`src/rtl/imm_gen_pipe_if.sv`:
```
`default_nettype none
// ============================================================================
//  Module      : imm_gen_pipe_if
//  Description : Handshake/bus bundle for the pipelined immediate generator.
//                Upstream side : in_valid / in_ready / instruction / in_tag
//                Downstream    : out_valid / out_ready / ext_imm / imm_type /
//                                illegal / out_tag
//                Modports:
//                  slave  - the immediate generator itself
//                  master - the environment that feeds and drains it
//  Revision    : 1.0 - initial release
// ============================================================================
interface imm_gen_pipe_if #(
    parameter int XLEN  = 32,
    parameter int TAG_W = 32
);
    // upstream (fetch side)
    logic               in_valid;
    logic               in_ready;
    logic [31:0]        instruction;
    logic [TAG_W-1:0]   in_tag;

    // downstream (register-read side)
    logic               out_valid;
    logic               out_ready;
    logic [XLEN-1:0]    ext_imm;
    logic [2:0]         imm_type;
    logic               illegal;
    logic [TAG_W-1:0]   out_tag;

    modport slave (
        input  in_valid,
        output in_ready,
        input  instruction,
        input  in_tag,
        output out_valid,
        input  out_ready,
        output ext_imm,
        output imm_type,
        output illegal,
        output out_tag
    );

    modport master (
        output in_valid,
        input  in_ready,
        output instruction,
        output in_tag,
        input  out_valid,
        output out_ready,
        input  ext_imm,
        input  imm_type,
        input  illegal,
        input  out_tag
    );
endinterface
`default_nettype wire

```
`src/rtl/imm_gen_pipe.sv`:
```
`default_nettype none
// ============================================================================
//  Module      : imm_gen_pipe
//  Description : Pipelined RV32I/RV64I immediate generator for the decode
//                stage. Decodes I, S, B, U, J, shift-amount and (optionally)
//                CSR zimm immediates, extends them to XLEN, and presents them
//                through a valid/ready output stage backed by a 2-entry skid
//                buffer so the upstream ready comes straight from a flop.
//
//  Parameters  : XLEN  - output datapath width (32 or 64)
//                TAG_W - sideband tag width, passed through unchanged
//  Ports       : clk   - clock, rising edge
//                rst   - asynchronous active-high reset
//                flush - synchronous flush, drops every held entry and wins
//                        over a same-cycle accept
//                bus   - imm_gen_pipe_if.slave (handshakes + data)
//  Options     : define IMM_GEN_CSR_EN to decode SYSTEM/CSR zimm immediates;
//                without it every SYSTEM opcode is reported illegal.
//  Revision    : 1.0 - initial release
// ============================================================================
module imm_gen_pipe #(
    parameter int XLEN  = 32,
    parameter int TAG_W = 32
) (
    input  wire logic       clk,
    input  wire logic       rst,
    input  wire logic       flush,
    imm_gen_pipe_if.slave   bus
);

    // ------------------------------------------------------------------
    // Opcodes and format codes
    // ------------------------------------------------------------------
    localparam logic [6:0] c_OP_LOAD   = 7'b0000011;
    localparam logic [6:0] c_OP_JALR   = 7'b1100111;
    localparam logic [6:0] c_OP_IMM    = 7'b0010011;
    localparam logic [6:0] c_OP_STORE  = 7'b0100011;
    localparam logic [6:0] c_OP_BRANCH = 7'b1100011;
    localparam logic [6:0] c_OP_LUI    = 7'b0110111;
    localparam logic [6:0] c_OP_AUIPC  = 7'b0010111;
    localparam logic [6:0] c_OP_JAL    = 7'b1101111;
    localparam logic [6:0] c_OP_SYSTEM = 7'b1110011;

    localparam logic [2:0] c_TYPE_NONE = 3'd0;
    localparam logic [2:0] c_TYPE_I    = 3'd1;
    localparam logic [2:0] c_TYPE_S    = 3'd2;
    localparam logic [2:0] c_TYPE_B    = 3'd3;
    localparam logic [2:0] c_TYPE_U    = 3'd4;
    localparam logic [2:0] c_TYPE_J    = 3'd5;
    localparam logic [2:0] c_TYPE_SH   = 3'd6;
`ifdef IMM_GEN_CSR_EN
    localparam logic [2:0] c_TYPE_Z    = 3'd7;
`endif

    // One held entry: decoded immediate plus its sideband.
    typedef struct packed {
        logic [XLEN-1:0]  imm;
        logic [2:0]       typ;
        logic             illegal;
        logic [TAG_W-1:0] tag;
    } entry_t;

    // Every format is first assembled as a 32-bit sign-correct value and
    // then widened, which keeps the XLEN=32 and XLEN=64 paths identical.
    function automatic logic [XLEN-1:0] sext32(input logic [31:0] v);
        logic [XLEN-1:0] r;
        r       = {XLEN{v[31]}};
        r[31:0] = v;
        return r;
    endfunction

    function automatic logic [XLEN-1:0] zext32(input logic [31:0] v);
        logic [XLEN-1:0] r;
        r       = '0;
        r[31:0] = v;
        return r;
    endfunction

    // ------------------------------------------------------------------
    // Combinational decode of the incoming instruction
    // ------------------------------------------------------------------
    logic [31:0] w_inst;
    logic [2:0]  w_funct3;
    entry_t      w_new;

    assign w_inst   = bus.instruction;
    assign w_funct3 = w_inst[14:12];

    always_comb begin
        w_new         = '0;
        w_new.tag     = bus.in_tag;
        w_new.typ     = c_TYPE_NONE;
        w_new.illegal = 1'b0;

        case (w_inst[6:0])
            c_OP_LOAD, c_OP_JALR: begin
                w_new.imm = sext32({{20{w_inst[31]}}, w_inst[31:20]});
                w_new.typ = c_TYPE_I;
            end
            c_OP_IMM: begin
                // SLLI/SRLI/SRAI carry a shift amount, not a signed immediate;
                // RV64 uses the 6-bit shamt, RV32 the 5-bit one.
                if (w_funct3 == 3'b001 || w_funct3 == 3'b101) begin
                    if (XLEN == 64) begin
                        w_new.imm = zext32({26'b0, w_inst[25:20]});
                    end else begin
                        w_new.imm = zext32({27'b0, w_inst[24:20]});
                    end
                    w_new.typ = c_TYPE_SH;
                end else begin
                    w_new.imm = sext32({{20{w_inst[31]}}, w_inst[31:20]});
                    w_new.typ = c_TYPE_I;
                end
            end
            c_OP_STORE: begin
                w_new.imm = sext32({{20{w_inst[31]}}, w_inst[31:25], w_inst[11:7]});
                w_new.typ = c_TYPE_S;
            end
            c_OP_BRANCH: begin
                w_new.imm = sext32({{19{w_inst[31]}}, w_inst[31], w_inst[7],
                                    w_inst[30:25], w_inst[11:8], 1'b0});
                w_new.typ = c_TYPE_B;
            end
            c_OP_LUI, c_OP_AUIPC: begin
                w_new.imm = sext32({w_inst[31:12], 12'b0});
                w_new.typ = c_TYPE_U;
            end
            c_OP_JAL: begin
                w_new.imm = sext32({{11{w_inst[31]}}, w_inst[31], w_inst[19:12],
                                    w_inst[20], w_inst[30:21], 1'b0});
                w_new.typ = c_TYPE_J;
            end
            c_OP_SYSTEM: begin
`ifdef IMM_GEN_CSR_EN
                // funct3[2] selects the CSR*I forms whose rs1 field is zimm;
                // the register forms and ECALL/EBREAK carry no immediate but
                // are still legal instructions.
                if (w_funct3[2]) begin
                    w_new.imm = zext32({27'b0, w_inst[19:15]});
                    w_new.typ = c_TYPE_Z;
                end
`else
                w_new.illegal = 1'b1;
`endif
            end
            default: begin
                w_new.illegal = 1'b1;
            end
        endcase
    end

    // ------------------------------------------------------------------
    // Output register + skid register
    // ------------------------------------------------------------------
    entry_t r_main;
    entry_t r_skid;
    logic   r_main_valid;
    logic   r_skid_valid;
    logic   r_in_ready;

    logic   w_accept;
    logic   w_drain;

    assign w_accept = bus.in_valid & r_in_ready;
    assign w_drain  = r_main_valid & bus.out_ready;

    // in_ready is only ever low while the skid entry is held, so an accept
    // and a skid-to-main move can never occur in the same cycle.
    always_ff @(posedge clk or posedge rst) begin
        if (rst) begin
            r_main       <= '0;
            r_skid       <= '0;
            r_main_valid <= 1'b0;
            r_skid_valid <= 1'b0;
            r_in_ready   <= 1'b1;
        end else if (flush) begin
            r_main_valid <= 1'b0;
            r_skid_valid <= 1'b0;
            r_in_ready   <= 1'b1;
        end else if (w_drain && r_skid_valid) begin
            r_main       <= r_skid;
            r_main_valid <= 1'b1;
            r_skid_valid <= 1'b0;
            r_in_ready   <= 1'b1;
        end else if (!r_main_valid || w_drain) begin
            // Main register free this cycle: the new entry (if any) goes
            // straight in, giving back-to-back transfers with no bubble.
            r_main_valid <= w_accept;
            if (w_accept) begin
                r_main <= w_new;
            end
        end else if (w_accept) begin
            // Main register stalled: park the entry and close the input.
            r_skid       <= w_new;
            r_skid_valid <= 1'b1;
            r_in_ready   <= 1'b0;
        end
    end

    assign bus.in_ready  = r_in_ready;
    assign bus.out_valid = r_main_valid;
    assign bus.ext_imm   = r_main.imm;
    assign bus.imm_type  = r_main.typ;
    assign bus.illegal   = r_main.illegal;
    assign bus.out_tag   = r_main.tag;

endmodule
`default_nettype wire

```
`src/flat_wrapper.sv`:
```
// flat-port wrapper written by rule: the top's interface ports become plain ports
module imm_gen_pipe_flat 
#(
    parameter int XLEN  = 32,
    parameter int TAG_W = 32
)
  (clk, rst, flush, bus_in_valid, bus_in_ready, bus_instruction, bus_in_tag, bus_out_valid, bus_out_ready, bus_ext_imm, bus_imm_type, bus_illegal, bus_out_tag);
  imm_gen_pipe_if #(.XLEN(XLEN), .TAG_W(TAG_W)) bus_i ();
  input  wire logic clk;
  input  wire logic rst;
  input  wire logic flush;
  input wire logic [$bits(bus_i.in_valid)-1:0] bus_in_valid;
  output wire logic [$bits(bus_i.in_ready)-1:0] bus_in_ready;
  input wire logic [$bits(bus_i.instruction)-1:0] bus_instruction;
  input wire logic [$bits(bus_i.in_tag)-1:0] bus_in_tag;
  output wire logic [$bits(bus_i.out_valid)-1:0] bus_out_valid;
  input wire logic [$bits(bus_i.out_ready)-1:0] bus_out_ready;
  output wire logic [$bits(bus_i.ext_imm)-1:0] bus_ext_imm;
  output wire logic [$bits(bus_i.imm_type)-1:0] bus_imm_type;
  output wire logic [$bits(bus_i.illegal)-1:0] bus_illegal;
  output wire logic [$bits(bus_i.out_tag)-1:0] bus_out_tag;
  assign bus_i.in_valid = bus_in_valid;
  assign bus_in_ready = bus_i.in_ready;
  assign bus_i.instruction = bus_instruction;
  assign bus_i.in_tag = bus_in_tag;
  assign bus_out_valid = bus_i.out_valid;
  assign bus_i.out_ready = bus_out_ready;
  assign bus_ext_imm = bus_i.ext_imm;
  assign bus_imm_type = bus_i.imm_type;
  assign bus_illegal = bus_i.illegal;
  assign bus_out_tag = bus_i.out_tag;
  imm_gen_pipe #(.XLEN(XLEN), .TAG_W(TAG_W)) u_core (.clk(clk), .rst(rst), .flush(flush), .bus(bus_i));
endmodule
```
`config.mk`:
```
export PLATFORM = sky130hd
export DESIGN_NAME = imm_gen_pipe_flat
export DESIGN_NICKNAME = d
export VERILOG_FILES = /design/src/rtl/imm_gen_pipe_if.sv /design/src/rtl/imm_gen_pipe.sv /design/src/flat_wrapper.sv
export SDC_FILE = /design/constraint.sdc
export NUM_CORES = 1
export LEC_CHECK = 0
export ABC_AREA = 1
export BUFFER_PORTS_ARGS = -buffer_cell sky130_fd_sc_hd__buf_2
export CORE_ASPECT_RATIO = 1.75
export CORE_MARGIN = 2
export CORE_UTILIZATION = 40
export CTS_BUF_LIST = sky130_fd_sc_hd__clkbuf_16
export DETAILED_ROUTE_END_ITERATION = 7
export SLEW_MARGIN = 20
export SYNTH_ARGS = -nofsm -noshare
export SYNTH_HDL_FRONTEND = slang
export SYNTH_SLANG_ARGS = --single-unit
```
`constraint.sdc`:
```
create_clock -name clk -period 8.4 [get_ports clk]
set_input_delay 1.68 -clock clk [delete_from_list [all_inputs] [get_ports clk]]
set_output_delay 1.68 -clock clk [all_outputs]
set_load 0.02 [all_outputs]
```
==> out/results.md <==
* **final count of hold timing violations** 0
* **# resized after CTS** 0
* **most common cell after layout, fill and taps aside** sky130_fd_sc_hd__nand2_1
* **first-pass detailed-route iteration total** 6
* **Cells on Worst Hold Path** 2
* **vias in the first global route** 5886
* **cell depth of the worst flop-to-flop path** 6
* **pin count of the biggest net entering global routing** 100
* **Die Footprint** 0.01857 sq mm
* **max cap viols** 0
* **clk root buf** sky130_fd_sc_hd__clkbuf_16
* **flip-flop and latch count after synthesis** 139
* **clock buffers created by TritonCTS** 17
* **count of nets after finishing** 1117
* **wire length of the first global-routing pass** 29960 um
* **worst reg2reg endpoint** u_core.bus.out_tag[10]$_DFFE_PP0P_
* **proportion of synthesized chip area in sequential cells** 0.4983
* **number of synthesis warnings** 0
* **DIE WIDTH** 103.9 um
* **area of all placed cells without fillers** 0.008342 sq mm
* **Rows** 63
* **Pwr Density** 230.3 mW/mm^2
* **top library cells by usage in the layout, fill and taps aside** 291 x sky130_fd_sc_hd__nand2_1, 138 x sky130_fd_sc_hd__buf_2, 138 x sky130_fd_sc_hd__dfrtp_1
* **area of the core region** 0.01703 sq mm
* **insertion delay of the later-clocked pin in the worst-skew pair** 0.41 ns
* **final setup violating endpoints** 0
* **leak pwr** 4.696 nW
* **Boundary Pins** 139
* **type of the worst min-delay path** flip-flop to flip-flop
* **Hold Startpoint** u_core.bus.ext_imm[4]$_DFFE_PP0P_
* **effective utilization at floorplan** 0.4101
* **TritonCTS clock tree** yes
* **number of diodes added for antenna fixing** 0
* **fill cell instance count of the final layout** 1788
* **highest clock frequency the design can meet** 0.2409 GHz
* **input/output buffers** 138
* **post-route ant nets** 0
* **die span in y** 178.8 um
* **GRT Overall Usage** 0.2023
* **cell area after synthesis** 0.006983 sq mm
* **Routed Wire Length** 18210 um
* **clock buffer depth** 2
* **wire length per cell** 14.14 um
* **post-synthesis net count** 1011
* **Post-CTS Hold Buffers** 0
* **setup bufs post-CTS** 0
* **H-Tree Depth** 4
* **Comb power frac** 0.157
* **share of post-route cells with drive strength above 1** 0.1819
* **cell-internal power** 0.001393 W
* **synthesis-to-layout area growth** 19.46%
* **Mapped Avg Cell Area** 7.413 sq um
* **number of slew-limit violations in the final report** 0
* **via-per-instance ratio** 4.939
* **critical path class** input port to flip-flop
* **Final Cycle Share** 0.4942
* **DRC viols** 0
* **detailed placement HPWL** 11950 um
* **number of design-rule violations left by the first detailed-router iteration** 368
* **run status** complete, no violations
* **gp weighted congestion** 0.8104
* **number of standard cells after synthesis** 942
* **cell area after placement** 0.007736 sq mm
* **net switching share of the total power** 0.2748
* **Worst slew margin** 0.3205
* **Sw Pwr** 0.0005277 W
* **pin slew with the least headroom to its limit** 1.019 ns
* **minimum setup slack in the final design** 4.249 ns
* **final worst clock skew** 0.005685 ns
* **sum of negative setup slack** 0 ns
* **proportion of power drawn by flip-flops and latches** 0.443
* **critical-path maximum fanout** 99
* **hold endpoint** u_core.bus.ext_imm[4]$_DFFE_PP0P_
* **VDD IR max** 0.1092 mV
* **CP required** 8.64 ns
* **pre-CTS worst setup slack** 3.851 ns
* **minimum clock period after layout** 4.151 ns
* **number of antenna violations at the first check in global routing** 0
* **startpoint of the lowest-slack register-to-register path** u_core.r_skid_valid$_DFFE_PP0P_
* **portion of total power attributed to the clock network** 0.401
* **number of sinks on the clock net** 139
* **minimum setup slack among reg-to-reg paths** 5.19 ns
* **arrival time at the worst endpoint** 4.39 ns
* **endpoint type of the worst setup path** flip-flop
* **total grt overflow** 0
* **startpoint kind of the worst setup timing path** input port
* **total number of vias** 6361
* **register clock-pin slew on the reported worst setup and hold paths** 0.06 ns
* **RSZ-0062 raised after global routing** no
* **library cells used by synthesis** 25
* **Pwr Total** 0.001921 W
==> metal layers <==
metal | track usage | part of all wire | vias up
li1 | - | - | 3226
met1 | 0.2390 | 0.42 | 2962
met2 | 0.3635 | 0.51 | 153
met3 | 0.03272 | 0.037 | 20
met4 | 0.08671 | 0.029 | 0
met5 | 0 | 0 | -
==> registers in the layout, indices dropped and copies added (netlist names) <==
register,flops
u_core.r_skid,68
u_core.bus.ext_imm,32
u_core.bus.out_tag,32
u_core.bus.imm_type,3
u_core.bus.illegal,1
u_core.bus.in_ready,1
u_core.bus.out_valid,1
u_core.r_skid_valid,1
==> area by class of cell <==
type	instances	area, sq um	area share
clock inverters	15	180.2	0.02160
clock buffers	17	425.4	0.05100
repair buffers	146	750.7	0.09000
multi-input cells	679	2973	0.3564
inverters	65	249.0	0.02985
flip-flops and latches	139	3480	0.4171
well taps	227	284.0	0.03405
==> logic make-up (layout without fill, tap and decap cells) <==
| group | count (synthesis) | after routing | share of synthesized area |
|---|---|---|---|
| compound gates | 146 | 146 | 0.1091 |
| flops | 139 | 139 | 0.4983 |
| buf+inv | 124 | 243 | 0.07812 |
| simple gates | 533 | 533 | 0.3145 |
==> power by group through the flow <==
stage	clock network [W]	logic, W	registers, W
final	0.000769	0.000301	0.000850
after global routing	0.000818	0.000345	0.000866
after CTS	0.000788	0.000306	0.000851
after detailed placement	0	0.000306	0.000862
after global placement	0	0.000299	0.000859
after floorplan	0	0.000162	0.000899
==> stage by stage <==
stage                     std cells  hold slack, ns  utilization
after CTS                      1288          0.4771       0.4899
after global placement         1256          0.4576       0.4544
final                          1288          0.4720       0.4899
after detailed placement       1256          0.4629       0.4544
after floorplan                 942          0.4479            -
after global routing           1288          0.4963       0.4899
==> critical path, cell delays in order <==
cell                      delay (ns)
sky130_fd_sc_hd__buf_2          0.12
sky130_fd_sc_hd__nand3_4        0.05
sky130_fd_sc_hd__buf_4          0.77
sky130_fd_sc_hd__a21oi_1        0.23
sky130_fd_sc_hd__nand2_4        0.43
sky130_fd_sc_hd__buf_4          0.81
sky130_fd_sc_hd__o21ai_0        0.19
==> worst max path at each step <==
stage / start / to / slack (ns) / cells after the start
6_report: bus_out_ready / u_core.bus.out_tag[10]$_DFFE_PP0P_ / 4.25 / 7
5_1_grt: bus_out_ready / u_core.bus.imm_type[1]$_DFFE_PP0P_ / 3.99 / 9
4_1_cts: bus_out_ready / u_core.bus.ext_imm[26]$_DFFE_PP0P_ / 4.29 / 9
3_5_place_dp: bus_out_ready / u_core.bus.ext_imm[26]$_DFFE_PP0P_ / 3.85 / 9
3_3_place_gp: bus_out_ready / u_core.bus.imm_type[1]$_DFFE_PP0P_ / 3.91 / 9
2_1_floorplan: rst / u_core.bus.ext_imm[0]$_DFFE_PP0P_ / 3.00 / 1
==> Yosys cell counts, drive strengths merged <==
master,instances,area (sq um)
buf,39,226.5
and2,1,6.260
a31oi,22,137.6
a41oi,1,8.760
nor2,133,543.0
inv,65,244.0
nand2,296,1121
o21ai,109,545.5
nor3,1,5.000
nand3,98,495.5
dfrtp,138,3453
dfstp,1,26.28
clkbuf,20,75.07
nand4,4,25.02
a21oi,14,70.07
No activity file was read; power rests on OpenSTA's default activity.
